## src/rtl/fsm_sequence_checker_param_pkg.sv

```systemverilog
// Shared types and constants for the delimiter-framed ASCII sequence checker.
// Holds state encodings, verdict codes, ASCII landmarks and a range helper.
package fsm_sequence_checker_param_pkg;

  typedef enum logic [1:0] {
    ST_IDLE     = 2'd0,
    ST_EXP_OPND = 2'd1,
    ST_EXP_OPR  = 2'd2,
    ST_ERR      = 2'd3
  } state_e;

  localparam logic [2:0] ERR_OK        = 3'd0;
  localparam logic [2:0] ERR_BAD_CHAR  = 3'd1;
  localparam logic [2:0] ERR_ORDER     = 3'd2;
  localparam logic [2:0] ERR_TOO_SHORT = 3'd3;
  localparam logic [2:0] ERR_TOO_LONG  = 3'd4;

  localparam logic [7:0] ASCII_PLUS  = 8'h2B;
  localparam logic [7:0] ASCII_MINUS = 8'h2D;
  localparam logic [7:0] ASCII_STAR  = 8'h2A;
  localparam logic [7:0] ASCII_SLASH = 8'h2F;
  localparam logic [7:0] ASCII_0     = 8'h30;
  localparam logic [7:0] ASCII_9     = 8'h39;
  localparam logic [7:0] ASCII_UA    = 8'h41;
  localparam logic [7:0] ASCII_UF    = 8'h46;
  localparam logic [7:0] ASCII_LA    = 8'h61;
  localparam logic [7:0] ASCII_LF    = 8'h66;

  function automatic logic in_range(input logic [7:0] c, input logic [7:0] lo,
                                    input logic [7:0] hi);
    return (c >= lo) && (c <= hi);
  endfunction

endpackage

```

## src/rtl/fsm_sequence_checker_param_classifier.sv

```systemverilog
// Combinational character classifier: splits a character into delimiter, hex digit
// or operator. The delimiter takes precedence so a DELIM overlapping a class stays a DELIM.
module fsm_sequence_checker_param_classifier
  import fsm_sequence_checker_param_pkg::*;
#(
  parameter logic [7:0] DELIM    = 8'h0A,
  parameter bit         LOWER_OK = 1'b0
) (
  input  logic [7:0] char_i,
  output logic       is_delim_o,
  output logic       is_hex_o,
  output logic       is_op_o
);

  logic hex_raw_s;
  logic op_raw_s;

  // Raw class decode, then mask hex/op with the delimiter decision
  always_comb begin
    hex_raw_s = in_range(char_i, ASCII_0, ASCII_9) || in_range(char_i, ASCII_UA, ASCII_UF);
    if (LOWER_OK) begin
      hex_raw_s = hex_raw_s || in_range(char_i, ASCII_LA, ASCII_LF);
    end else begin
      hex_raw_s = hex_raw_s;
    end
    op_raw_s   = (char_i == ASCII_PLUS) || (char_i == ASCII_MINUS) ||
                 (char_i == ASCII_STAR) || (char_i == ASCII_SLASH);
    is_delim_o = (char_i == DELIM);
    is_hex_o   = hex_raw_s && !is_delim_o;
    is_op_o    = op_raw_s && !is_delim_o;
  end

endmodule

```

## src/rtl/fsm_sequence_checker_param.sv

```systemverilog
// Frame checker for DELIM-framed character streams: validates body class, operand/operator
// order and length, and reports a registered per-frame verdict plus saturating frame counters.
module fsm_sequence_checker_param
  import fsm_sequence_checker_param_pkg::*;
#(
  parameter logic [7:0]   DELIM    = 8'h0A,
  parameter int unsigned  MODE     = 1,
  parameter int unsigned  MIN_LEN  = 1,
  parameter int unsigned  MAX_LEN  = 32,
  parameter int unsigned  LOWER_OK = 0,
  parameter int unsigned  CNT_W    = 8,
  localparam int unsigned LEN_W    = $clog2(MAX_LEN + 2)
) (
  input  logic             clk,
  input  logic             rst,
  input  logic [7:0]       ascii_char,
  input  logic             char_valid,
  output logic             sequence_valid,
  output logic             output_strobe,
  output logic [2:0]       err_code,
  output logic [LEN_W-1:0] frame_len,
  output logic             in_frame,
  output logic [CNT_W-1:0] frames_ok,
  output logic [CNT_W-1:0] frames_bad
);

  localparam logic [LEN_W-1:0] LEN_ZERO = {LEN_W{1'b0}};
  localparam logic [LEN_W-1:0] LEN_ONE  = {{(LEN_W-1){1'b0}}, 1'b1};
  localparam logic [LEN_W-1:0] LEN_SAT  = LEN_W'(MAX_LEN + 1);
  localparam logic [LEN_W-1:0] LEN_MIN  = LEN_W'(MIN_LEN);
  localparam logic [CNT_W-1:0] CNT_MAX  = {CNT_W{1'b1}};
  localparam logic [CNT_W-1:0] CNT_ONE  = {{(CNT_W-1){1'b0}}, 1'b1};
  localparam bit               ALT_MODE = (MODE == 32'd1);

  logic is_delim_s, is_hex_s, is_op_s;

  state_e           state_q, state_d, body_state_s;
  logic [LEN_W-1:0] len_q, len_d, len_inc_s;
  logic [2:0]       err_q, err_d, body_err_s, verdict_s;
  logic             seq_valid_q, seq_valid_d;
  logic             strobe_q, strobe_d;
  logic [2:0]       err_code_q, err_code_d;
  logic [LEN_W-1:0] frame_len_q, frame_len_d;
  logic             in_frame_q, in_frame_d;
  logic [CNT_W-1:0] ok_q, ok_d, bad_q, bad_d;

  fsm_sequence_checker_param_classifier #(
    .DELIM    (DELIM),
    .LOWER_OK (LOWER_OK != 0)
  ) u_classifier (
    .char_i     (ascii_char),
    .is_delim_o (is_delim_s),
    .is_hex_o   (is_hex_s),
    .is_op_o    (is_op_s)
  );

  // Saturating body length increment
  always_comb begin
    if (len_q == LEN_SAT) begin
      len_inc_s = LEN_SAT;
    end else begin
      len_inc_s = len_q + LEN_ONE;
    end
  end

  // Verdict of the frame being closed; a latched error always wins
  always_comb begin
    if (err_q != ERR_OK) begin
      verdict_s = err_q;
    end else if (ALT_MODE && (state_q == ST_EXP_OPND) && (len_q != LEN_ZERO)) begin
      verdict_s = ERR_ORDER;
    end else if (len_q < LEN_MIN) begin
      verdict_s = ERR_TOO_SHORT;
    end else begin
      verdict_s = ERR_OK;
    end
  end

  // Body-character step: class/order transition, then overflow check.
  // A class error on the overflowing character takes precedence over TOO_LONG.
  always_comb begin
    body_state_s = state_q;
    body_err_s   = ERR_OK;
    case (state_q)
      ST_EXP_OPND: begin
        if (is_hex_s) begin
          body_state_s = ALT_MODE ? ST_EXP_OPR : ST_EXP_OPND;
        end else if (is_op_s) begin
          body_state_s = ST_ERR;
          body_err_s   = ALT_MODE ? ERR_ORDER : ERR_BAD_CHAR;
        end else begin
          body_state_s = ST_ERR;
          body_err_s   = ERR_BAD_CHAR;
        end
      end
      ST_EXP_OPR: begin
        if (is_op_s) begin
          body_state_s = ST_EXP_OPND;
        end else if (is_hex_s) begin
          body_state_s = ST_ERR;
          body_err_s   = ERR_ORDER;
        end else begin
          body_state_s = ST_ERR;
          body_err_s   = ERR_BAD_CHAR;
        end
      end
      default: begin
        body_state_s = state_q;
        body_err_s   = ERR_OK;
      end
    endcase
    if ((state_q == ST_EXP_OPND || state_q == ST_EXP_OPR) &&
        (body_err_s == ERR_OK) && (len_inc_s == LEN_SAT)) begin
      body_state_s = ST_ERR;
      body_err_s   = ERR_TOO_LONG;
    end else begin
      body_state_s = body_state_s;
    end
  end

  // Frame open/close sequencing, verdict capture and counters
  always_comb begin
    state_d     = state_q;
    len_d       = len_q;
    err_d       = err_q;
    seq_valid_d = seq_valid_q;
    strobe_d    = 1'b0;
    err_code_d  = err_code_q;
    frame_len_d = frame_len_q;
    ok_d        = ok_q;
    bad_d       = bad_q;
    if (char_valid) begin
      case (state_q)
        ST_IDLE: begin
          if (is_delim_s) begin
            state_d = ST_EXP_OPND;
            len_d   = LEN_ZERO;
            err_d   = ERR_OK;
          end else begin
            state_d = ST_IDLE;
          end
        end
        default: begin
          if (is_delim_s) begin
            state_d     = ST_IDLE;
            strobe_d    = 1'b1;
            seq_valid_d = (verdict_s == ERR_OK);
            err_code_d  = verdict_s;
            frame_len_d = len_q;
            if (verdict_s == ERR_OK) begin
              ok_d = (ok_q == CNT_MAX) ? ok_q : ok_q + CNT_ONE;
            end else begin
              bad_d = (bad_q == CNT_MAX) ? bad_q : bad_q + CNT_ONE;
            end
          end else begin
            state_d = body_state_s;
            len_d   = len_inc_s;
            err_d   = (body_err_s != ERR_OK) ? body_err_s : err_q;
          end
        end
      endcase
    end else begin
      state_d = state_q;
    end
    in_frame_d = (state_d != ST_IDLE);
  end

  // State and output registers
  always_ff @(posedge clk or negedge rst) begin
    if (!rst) begin
      state_q     <= ST_IDLE;
      len_q       <= LEN_ZERO;
      err_q       <= ERR_OK;
      seq_valid_q <= 1'b0;
      strobe_q    <= 1'b0;
      err_code_q  <= ERR_OK;
      frame_len_q <= LEN_ZERO;
      in_frame_q  <= 1'b0;
      ok_q        <= {CNT_W{1'b0}};
      bad_q       <= {CNT_W{1'b0}};
    end else begin
      state_q     <= state_d;
      len_q       <= len_d;
      err_q       <= err_d;
      seq_valid_q <= seq_valid_d;
      strobe_q    <= strobe_d;
      err_code_q  <= err_code_d;
      frame_len_q <= frame_len_d;
      in_frame_q  <= in_frame_d;
      ok_q        <= ok_d;
      bad_q       <= bad_d;
    end
  end

  assign sequence_valid = seq_valid_q;
  assign output_strobe  = strobe_q;
  assign err_code       = err_code_q;
  assign frame_len      = frame_len_q;
  assign in_frame       = in_frame_q;
  assign frames_ok      = ok_q;
  assign frames_bad     = bad_q;

endmodule

```

## config.mk

```make
export PLATFORM = sky130hd
export DESIGN_NAME = fsm_sequence_checker_param
export DESIGN_NICKNAME = d
export VERILOG_FILES = /design/src/rtl/fsm_sequence_checker_param_pkg.sv /design/src/rtl/fsm_sequence_checker_param_classifier.sv /design/src/rtl/fsm_sequence_checker_param.sv
export SDC_FILE = /design/constraint.sdc
export NUM_CORES = 1
export LEC_CHECK = 0
export CORE_ASPECT_RATIO = 0.75
export CORE_MARGIN = 4
export CORE_UTILIZATION = 53
export CTS_BUF_LIST = sky130_fd_sc_hd__clkbuf_16
export DETAILED_ROUTE_END_ITERATION = 6
export PLACE_DENSITY = 0.8
export SLEW_MARGIN = 20
export SYNTH_ARGS = -nofsm -noshare
export SYNTH_HDL_FRONTEND = slang
export SYNTH_HIERARCHICAL = 1
export SYNTH_SLANG_ARGS = --single-unit
```

## constraint.sdc

```tcl
create_clock -name clk -period 2.7 [get_ports clk]
set_input_delay 0.54 -clock clk [delete_from_list [all_inputs] [get_ports clk]]
set_output_delay 0.54 -clock clk [all_outputs]
set_load 0.1 [all_outputs]
```

== Yosys cells after proc, flatten, opt, wreduce, memory -nomap -nowiden ==
Index checks and enable logic that the tools add are counted.

* Register bits: 39
* Input port bits: 11
* Word-level logic and storage cells: 89

* Add/subtract/negate cells: 3
* Magnitude comparators: 5
* Equal/unequal tests: 13
* Mux-type cells: 28
* Bitwise gates (word level): 4
* Reduce and logical (&&, ||, !) cells: 26

{| class="wikitable"
|+ Operator list
! operator !! number
|-
| equality test 8 x 6 -> 1 bit (second input constant) || 4
|-
| 2-to-1 mux 6 bit || 4
|-
| 2-to-1 mux 2 bit || 11
|-
| 2-to-1 mux 3 bit || 6
|-
| adder 8 x 1 -> 8 bit (second input constant) || 2
|-
| equality test 8 bit (second input constant) || 2
|-
| equality test 6 bit (second input constant) || 2
|-
| AND reduction 5 bit || 2
|-
| equality test 8 x 4 -> 1 bit (second input constant) || 1
|-
| >= comparator 8 x 6 -> 1 bit (second input constant) || 1
|-
| >= comparator 8 x 7 -> 1 bit (second input constant) || 1
|-
| less-or-equal comparator 8 x 6 -> 1 bit (second input constant) || 1
|-
| less-or-equal comparator 8 x 7 -> 1 bit (second input constant) || 1
|-
| logical AND 1 bit || 7
|-
| adder 6 x 1 -> 6 bit (second input constant) || 1
|-
| logical NOT 3 bit || 2
|-
| less-than comparator 6 x 1 -> 1 bit (second input constant) || 1
|-
| case mux 3 bit (2 select lines) || 1
|-
| AND reduction 3 bit || 2
|-
| nonzero test 3 bit || 2
|-
| nonzero test 6 bit || 1
|-
| logical OR 1 bit || 5
|-
| 2-to-1 mux 1 bit || 5
|-
| NOT 1 bit || 4
|-
| other kinds (9) || 10
|}

== Depth between registers and ports, before layout ==
Gate-level depths: netlist (run 1).

* Depth in word-level cells: 16
* Depth in mapped cells: 8

== Modules after synthesis ==
The synthesis (run 1) kept the hierarchy.

{| class="wikitable"
|+ Modules (own cells, without submodules)
! module !! times used !! cells an instance !! area each (um^2) !! sequential area each (um^2)
|-
| fsm_sequence_checker_param || 1 || 210 || 2168.3 || 975.9
|-
| fsm_sequence_checker_param_classifier || 1 || 14 || 90.1 || 0.0
|}

== Worst setup path before layout (run 1) ==
OpenSTA, ideal clock, no wires.

* Kind: input to register
* Start: input ascii_char[2]
* End: register bad_q[1], in the netlist frames_bad[1]
* Setup time: 0.126 ns
* Arrival time: 2.609 ns
* Path slack: -0.034 ns
* Stages on the path: 6
* Buffers on the path: 0
* Path through: or4b_1 -> nor4_2 -> nand3b_1 -> a41o_1 -> a21oi_2 -> mux2_2

* Cells in the longest elaborated chain, start to end: 2

{| class="wikitable"
|+ Ends and longest elaborated chain
! element !! line !! RTL
|-
| start, declared || fsm_sequence_checker_param.sv:16 || <nowiki>input logic [7:0] ascii_char,</nowiki>
|-
| equality test 8 x 4 -> 1 bit || fsm_sequence_checker_param_classifier.sv:28 || <nowiki>is_delim_o = (char_i == DELIM);</nowiki>
|-
| net is_delim_s || fsm_sequence_checker_param.sv:35 || <nowiki>logic is_delim_s, is_hex_s, is_op_s;</nowiki>
|-
| AND reduction 5 bit (no line) || -- ||
|-
| end signal, assigned || fsm_sequence_checker_param.sv:180 || <nowiki>bad_q <= {CNT_W{1'b0}};</nowiki>
|-
| end, declared || fsm_sequence_checker_param.sv:45 || <nowiki>logic [CNT_W-1:0] ok_q, ok_d, bad_q, bad_d;</nowiki>
|}

The timed path passes the listed nets, and every way through them passes these cells.
A chain may end at the register's enable or synchronous reset.

== Worst setup path in the final report (run 1) ==
* Start: input ascii_char[0]
* End: register bad_q[6], in the netlist frames_bad[6]

The elaborated chain is that of the path after synthesis.

==> results.cfg, run 1 <==
[outcome]
status = complete, no violations

[job]
drv_cap = 0

[cts]
clock-sinks = 39
cts_tree = built
clock_latency_ns = 0.28
cts_buffers = 5
htree_num_levels = 2
ctsRootBufferMaster = clkbuf_16
path_clk_slew_ns = 0.06
clockBufferDepth = 2

[detailed_routing]
ant_nets = 0
drt_iter0_drc = 61
postRouteWirelength_um = 4980
firstDrtPassIters = 4
drc_errors = 0
wl_per_cell_um = 15.0
vias = 1816
viasPerCell = 5.47

[synthesis]
synth_edf_count = 0
yosysWarningCount = 6
synth_area_per_cell_um2 = 10.1
synth_xor_area_share_pct = 6.59
synth_fa_ha_area_share_pct = 6.65
async_flop_share_pct = 100
synth-seq-area-share_pct = 43.2
synthFlopType = dfrtp_1
syn_inst = 224
ys_ff_latch = 39
synth_compound_area_share_pct = 13.5
syn-cell-area_um2 = 2260
synth_top_area_cell = dfrtp_1
synth_top_area_share_pct = 43.2
synthMuxAreaShare_pct = 4.82
synth_top_cells_by_area = dfrtp_1 43%, ha_1 6.6%, o21ai_0 4.0%
synth_cell_types = 50
synth_top_family_by_area = simple AND/OR/NAND/NOR gates
synth_nets = 247
yosys.area_share.simple_pct = 21.1

[sta]
worst_slew_pin_slew_ns = 0.840
fin_ws_ns = 0.309
fin_skew_ns = 0.00768
setup_tns_ns = 0
period_minus_slack_ns = 2.39
rsz0062_at_grt = false
final_hold_viol_count = 0
slew_headroom_pct = 44.0
max_freq_mhz = 418
slew_violations = 0
timing.hold.ws_ns = 0.366
fin_crit_sh_pct = 88.5
final-setup-viol-count = 0

[floorplan]
start_util_pct = 55.4
design.die.area_um2 = 5380
io_pins = 39
die_w_um = 83.4
core_um2 = 4080
die_height_um = 64.5
num_rows = 20

[finish]
post-route-cell-area_um2 = 2880
areaGrowthSynthToFinish_pct = 27.6
final_util_pct = 70.7
diodes = 0
final_cells = 332
final_layout_size_suffix_gt1_share_pct = 26.0
fin_nets = 299

[worst_setup_path]
cp_data_arrival_time_ns = 2.59
critPathLaunchType = input pin
path_max_fanout = 6
required_ns = 2.90
critical_path_class = input pin to register
worst_setup_path_end_kind = register

[placement]
place_inst = 323
routabilityCongestion = 0.792
placement.io_buffers = 38
place_hpwl_um = 3520
post_dp_cell_area_um2 = 2690
place_ws_ns = -0.225

[global_routing]
grt_pass1_wl_um = 8200
grt_overflow_total = 0
grt_max_degree = 40
grt_usage_pct = 19.0
grt_pass1_vias = 1681
antenna_found_initial = 0

[pwr]
power_density_nw_per_um2 = 572
worst_ir_drop_vdd_v = 0.000515
power.total_mw = 1.65
leakage_nw = 1.41

[worst_hold_path]
hold_class = input pin to asynchronous set/reset pin
## worst paths after layout
| check | startpoint | to | slack [ns] | cells past startpoint |
|---|---|---|---|---|
| max | ascii_char[0] | frames_bad[6] | 0.31 | 9 |
| min | rst | frames_ok[0] | 0.37 | 1 |
| max reg2reg | state_q[0] | frames_bad[6] | 0.58 | 8 |
| min reg2reg | frame_len[0] | frame_len[0] | 0.48 | 2 |
| max in group asynchronous | rst | frames_bad[3] | 1.80 | 1 |
| min in group clk | frame_len[0] | frame_len[0] | 0.48 | 2 |
## worst max-delay path, cell delays in order
cell and delay [ns]:
dlymetal6s2s_1 0.13, or4b_4 0.55, nor4_4 0.28, nand3b_1 0.21, a41o_1 0.26, a21oi_2 0.15, buf_4 0.16, nand4_1 0.11
xnor2_1 0.19
## cells by family (layout without fill, tap and decap cells)
logic type               after synthesis  count (layout)
multiplexers                          10              10
adder cells (fa/ha/maj)               12              12
flip-flops                            39              39
AND/OR/NAND/NOR                       84              84
buffers and inverters                 18              71
XOR/XNOR                              17              17
AO/OA/AOI/OAI                         44              44
## synthesized netlist by cell type (all sizes together) (2+ instances only)
library cell	number
xor2	7
xnor2	10
o21ai	19
and3	4
nand3	8
dfrtp	39
nor3	8
nand4	10
buf	4
nand2	22
a31oi	3
nand2b	4
clkbuf	4
o2bb2ai	3
o31ai	2
nor4	3
inv	10
a2111oi	2
mux2	7
nand3b	2
ha	12
nor2	14
a21oi	6
mux2i	3
## where the power goes
group | internal, mW | switching [mW] | total (mW)
Combinational | 0.118 | 0.170 | 0.288
Clock | 0.430 | 0.216 | 0.647
Sequential | 0.621 | 0.0931 | 0.714
Total | 1.17 | 0.479 | 1.65
## layout by cell type (no fill, tap or decap), types with 7 or more instances in the layout
cell type  instances
ha_1              12
inv_1             10
o21ai_0           18
buf_4             43
nand3_1            8
xnor2_1           10
mux2_2             7
nand2_1           21
nor2_1            14
dfrtp_1           39
nand4_1           10
xor2_1             7
## timing repair
action | 4_1_cts | 5_1_grt
gates resized for setup | 0 | 7
endpoints found under the hold margin | 0 | 0
setup buffers | 0 | 1
hold buffers | 0 | 0
endpoints found under the setup margin | 0 | 11
## routing by layer
metal | vias up | track usage [%] | part of all wire [%]
li1 | 909 | - | -
met1 | 854 | 26.4 | 49
met5 | - | 0 | 0
met4 | 0 | 4.29 | 0.60
met2 | 49 | 29.6 | 45
met3 | 4 | 5.46 | 5.3
## final cells by class
class / instances / area [um2]
multi-input combinational: 167 / 1210
clock inverter: 3 / 38.8
sequential: 39 / 976
tap: 55 / 68.8
timing repair buffer: 53 / 428
clock buffer: 5 / 125
fill: 306 / 1200
inverter: 10 / 37.5
## flip-flops by register name (all words and copies together) (netlist names)
register,count
frames_bad,8
sequence_valid,1
len_q,6
in_frame,1
state_q,2
output_strobe,1
err_code,3
err_q,3
frame_len,6
frames_ok,8
Power figures use the tool's default switching activity.
==> run 2, diff against run 1 <==
Settings changed: ABC_CLOCK_PERIOD_IN_PS set to 2700, CORE_ASPECT_RATIO 0.75 to 2.
==> results.cfg, run 2 (synthesis results as in run 1) <==
[detailed_routing]
vias = 1855
postRouteWirelength_um = 4920
firstDrtPassIters = 4
drt_iter0_drc = 38
drc_errors = 0
wl_per_cell_um = 15.0
viasPerCell = 5.66
ant_nets = 0

[floorplan]
num_rows = 33
die_height_um = 100
core_um2 = 4130
die_w_um = 54.2
design.die.area_um2 = 5430
start_util_pct = 54.7
io_pins = 39

[finish]
diodes = 0
layout_commonest_cell = buf_4
areaGrowthSynthToFinish_pct = 26.0
final_layout_size_suffix_gt1_share_pct = 25.4
final_util_pct = 68.9
final_cell_mix = 42 x buf_4, 39 x dfrtp_1, 21 x nand2_1
fin_nets = 298

[worst_setup_path]
required_ns = 2.88
cp_data_arrival_time_ns = 2.59
max_stage_delay_ns = 0.55
path_max_fanout = 6
worst_setup_path_end_kind = register
crit_chain = dlymetal6s2s_1 -> or4b_4 -> nor4_4 -> nand3b_1 -> a41o_1 -> a21oi_2 -> buf_4 -> nand4_1 -> xnor2_1
critPathLaunchType = input pin
crit_path_top_delay_cell = or4b_4
critical_path_class = input pin to register

[placement]
placement.io_buffers = 38
place_hpwl_um = 3580
routabilityCongestion = 0.883
place_ws_ns = -0.266

[pwr]
leakage_nw = 1.39
worst_ir_drop_vdd_v = 0.000392
power_density_nw_per_um2 = 552

[global_routing]
grt_pass1_vias = 1848
grt_max_degree = 40
antenna_found_initial = 0
grt_pass1_wl_um = 8150
grt_usage_pct = 20.2
grt_overflow_total = 0

[sta]
final_hold_viol_count = 0
rsz0062_at_grt = false
fin_skew_ns = 0.00661
fin_ws_ns = 0.291
fin_crit_sh_pct = 89.2
slew_headroom_pct = 42.6
period_minus_slack_ns = 2.41
final-setup-viol-count = 0
max_freq_mhz = 415
slew_violations = 0
worst_slew_pin_slew_ns = 0.861

[cts]
htree_num_levels = 2
ctsRootBufferMaster = clkbuf_16
clock_latency_ns = 0.29
cts_setup_buffers = 0
cts_tree = built
clock-sinks = 39
clockBufferDepth = 2
cts_buffers = 5
path_clk_slew_ns = 0.06

[job]
drv_cap = 0

[worst_hold_path]
hold_class = input pin to asynchronous set/reset pin

[outcome]
status = complete, no violations
[run 2: cell count changes in the layout (fill, tap and decap cells not counted), sizes merged]
cell	change
buf	-1
bufinv	-1
inv	+1
[run 2: path summary, 6_finish.rpt]
| path | slack, ns | cells past startpoint | start | to |
|---|---|---|---|---|
| worst min register to register | 0.48 | 2 | err_code[1] | err_code[1] |
| worst max-delay path | 0.29 | 9 | ascii_char[0] | frames_bad[5] |
| min in group clk | 0.48 | 2 | err_code[1] | err_code[1] |
| worst max register to register | 0.56 | 8 | state_q[0] | frames_bad[5] |
| max in group asynchronous | 1.79 | 1 | rst | in_frame |
| worst min-delay path | 0.36 | 1 | rst | frames_ok[6] |
[run 2: critical path: cells and delay by family]
kind	cells	cell delay, ns
xor+xnor	1	0.15
compound gates	2	0.42
simple gates	4	1.19
buf+inv	2	0.29
[run 2: report_power, final]
part	switching (mW)	internal, mW	leakage (nW)
sequential	0.0868	0.621	0.533
combinational	0.162	0.118	0.790
clock	0.242	0.341	0.0716
[run 2: timing repair]
action                                  4_1_cts  5_1_grt
endpoints found under the setup margin        0       13
hold buffers                                  0        0
resized for setup                             0        6
[run 2: layout make-up]
cell class | count | area, um2
Fill cell | 339 | 1280
Multi-Input combinational cell | 167 | 1200
Sequential cell | 39 | 976
Timing Repair Buffer | 52 | 420
Clock buffer | 5 | 125
Tap cell | 52 | 65.1
Inverter | 10 | 37.5
Clock inverter | 3 | 17.5
[run 2: through the flow]
| stage | total power [mW] | std cells | hold slack [ns] | instance area [um2] | setup TNS [ns] |
|---|---|---|---|---|---|
| final | 1.57 | 328 | 0.364 | 2850 | 0 |
| after global routing | 1.64 | 328 | 0.435 | 2850 | 0 |
| after CTS | 1.58 | 328 | 0.397 | 2830 | 0 |
| after detailed placement | 0.996 | 320 | 0.476 | 2690 | -3.77 |
| after global placement | 0.986 | 320 | 0.467 | 2690 | -1.26 |
| after floorplan | 0.935 | 224 | 0.244 | 2270 | 0 |
[run 2: per-layer routing]
metal  track usage (%)  wire, um
met1              22.6      1890
met2              34.4      2690
met3              4.01       187
met4              10.2       148
met5                 0         0
==> run 3, diff against run 2 <==
Settings changed: CORE_ASPECT_RATIO 2 to 0.9, PLACE_DENSITY 0.8 to 0.82.
==> results.cfg, run 3 (synthesis results as in run 1) <==
[outcome]
status = complete, no violations

[global_routing]
grt_overflow_total = 0
grt_usage_pct = 18.7
grt_max_degree = 40
grt_pass1_vias = 1791
grt_pass1_wl_um = 8240
antenna_found_initial = 0

[cts]
ctsRootBufferMaster = clkbuf_16
clock_latency_ns = 0.28
cts_buffers = 5
clock-sinks = 39
clockBufferDepth = 2
htree_num_levels = 2
ctsHoldBuffers = 0
cts_tree = built
path_clk_slew_ns = 0.06

[finish]
areaGrowthSynthToFinish_pct = 29.9
layout_commonest_cell = buf_4
final_cell_mix = 45 x buf_4, 39 x dfrtp_1, 21 x nand2_1
fin_nets = 301
fillers = 302
final_cells = 327
final_layout_size_suffix_gt1_share_pct = 27.6
final_util_pct = 71.5
diodes = 0

[sta]
worst_slew_pin_slew_ns = 0.813
fin_skew_ns = 0.00574
final-setup-viol-count = 0
rsz0062_at_grt = false
max_freq_mhz = 413
slew_violations = 0
setup_tns_ns = 0
period_minus_slack_ns = 2.42
timing.hold.ws_ns = 0.351
slew_headroom_pct = 45.8
final_hold_viol_count = 0
fin_crit_sh_pct = 89.6

[worst_hold_path]
hold_class = input pin to asynchronous set/reset pin

[pwr]
power_density_nw_per_um2 = 597
p_seq_share_pct = 40.4
leakage_nw = 1.44
p_switching_uw = 483
worst_ir_drop_vdd_v = 0.000506
p_int_mw = 1.27
switching_share_pct = 27.6
combPwrFrac_pct = 16.4
pwr-share-clk_pct = 43.2

[placement]
place_inst = 319
routabilityCongestion = 0.815
place_hpwl_um = 3500
placement.io_buffers = 38

[job]
drv_cap = 0

[worst_setup_path]
r2r_slack_ns = 0.63
worst_setup_path_end_kind = register
reg2regPathDepth = 7
r2r_start = len_q[0]
critPathLaunchType = input pin
cp_data_arrival_time_ns = 2.62
path_max_fanout = 8
reg2reg_to = err_q[0]
critical_path_class = input pin to register
required_ns = 2.91

[detailed_routing]
drt_iter0_drc = 89
wl_per_cell_um = 14.9
postRouteWirelength_um = 4860
firstDrtPassIters = 4
drc_errors = 0
vias = 1889
viasPerCell = 5.78
ant_nets = 0

[floorplan]
design.die.area_um2 = 5370
core_um2 = 4100
start_util_pct = 55.1
die_w_um = 76.8
num_rows = 22
die_height_um = 69.9
io_pins = 39
[run 3: changes by cell type in the layout (fill, tap and decap cells not counted)]
cell	previous run	this run
nor3_2	1	3
inv_6	1	0
bufinv_16	0	2
buf_4	42	45
nor3_1	7	4
clkinv_2	1	0
o21ai_0	18	17
clkinvlp_4	0	1
o21ai_1	1	2
nor3_4	0	1
clkinv_1	1	0
[run 3: metal layers]
layer  global-route usage [%]  wire length [um]  up-vias
met1                     24.8              2290      904
met5                        0                 0        -
met3                     4.25               223       11
met2                     30.6              2280       58
met4                     5.63                76        0
li1                         -                 -      916
[run 3: through the flow]
stage | power [mW] | instance area [um2] | setup slack (ns)
floorplan | 0.935 | 2270 | 0.0602
global route | 1.82 | 2930 | 0.175
detailed placement | 0.995 | 2700 | -0.254
CTS | 1.75 | 2900 | 0.00546
finish | 1.75 | 2930 | 0.281
global placement | 0.982 | 2700 | -0.182
[run 3: worst max path at each step]
stage | startpoint | end | cells after the start | slack, ns
6_report | ascii_char[0] | frames_ok[7] | 9 | 0.28
5_1_grt | ascii_char[0] | frames_ok[7] | 9 | 0.18
4_1_cts | ascii_char[6] | frames_ok[6] | 9 | 0.005
3_5_place_dp | ascii_char[6] | frames_ok[6] | 9 | -0.25
3_3_place_gp | ascii_char[2] | frames_ok[7] | 9 | -0.18
2_1_floorplan | ascii_char[2] | frames_bad[1] | 6 | 0.06
[run 3: area by class of cell]
type | count | area (um2) | area share [%]
clock buffer | 5 | 125 | 4.26
clock inverter | 3 | 67.6 | 2.30
multi-input combinational | 167 | 1220 | 41.7
timing repair buffer | 55 | 443 | 15.1
inverter | 10 | 37.5 | 1.28
tap | 48 | 60.1 | 2.05
sequential | 39 | 976 | 33.3
[run 3: worst max-delay path, stage by stage]
cell	delay, ns
dlymetal6s2s_1	0.13
or4b_4	0.55
nor4_4	0.24
nand3b_1	0.19
buf_4	0.19
o21bai_1	0.15
nand3b_4	0.23
nor3_1	0.24
xor2_1	0.16
[run 3: what timing repair did]
item / 4_1_cts / 5_1_grt
resized for setup: 0 / 11
endpoints found under the setup margin: 0 / 8
buffers inserted: 0 / 0
[run 3: power groups by stage]
stage          clock network, mW  registers, mW  logic [mW]
3_5_place_dp                   0          0.716       0.279
6_report                   0.756          0.708       0.286
4_1_cts                    0.760          0.707       0.288
2_1_floorplan                  0          0.677       0.259
5_1_grt                    0.786          0.716       0.319
3_3_place_gp                   0          0.714       0.269
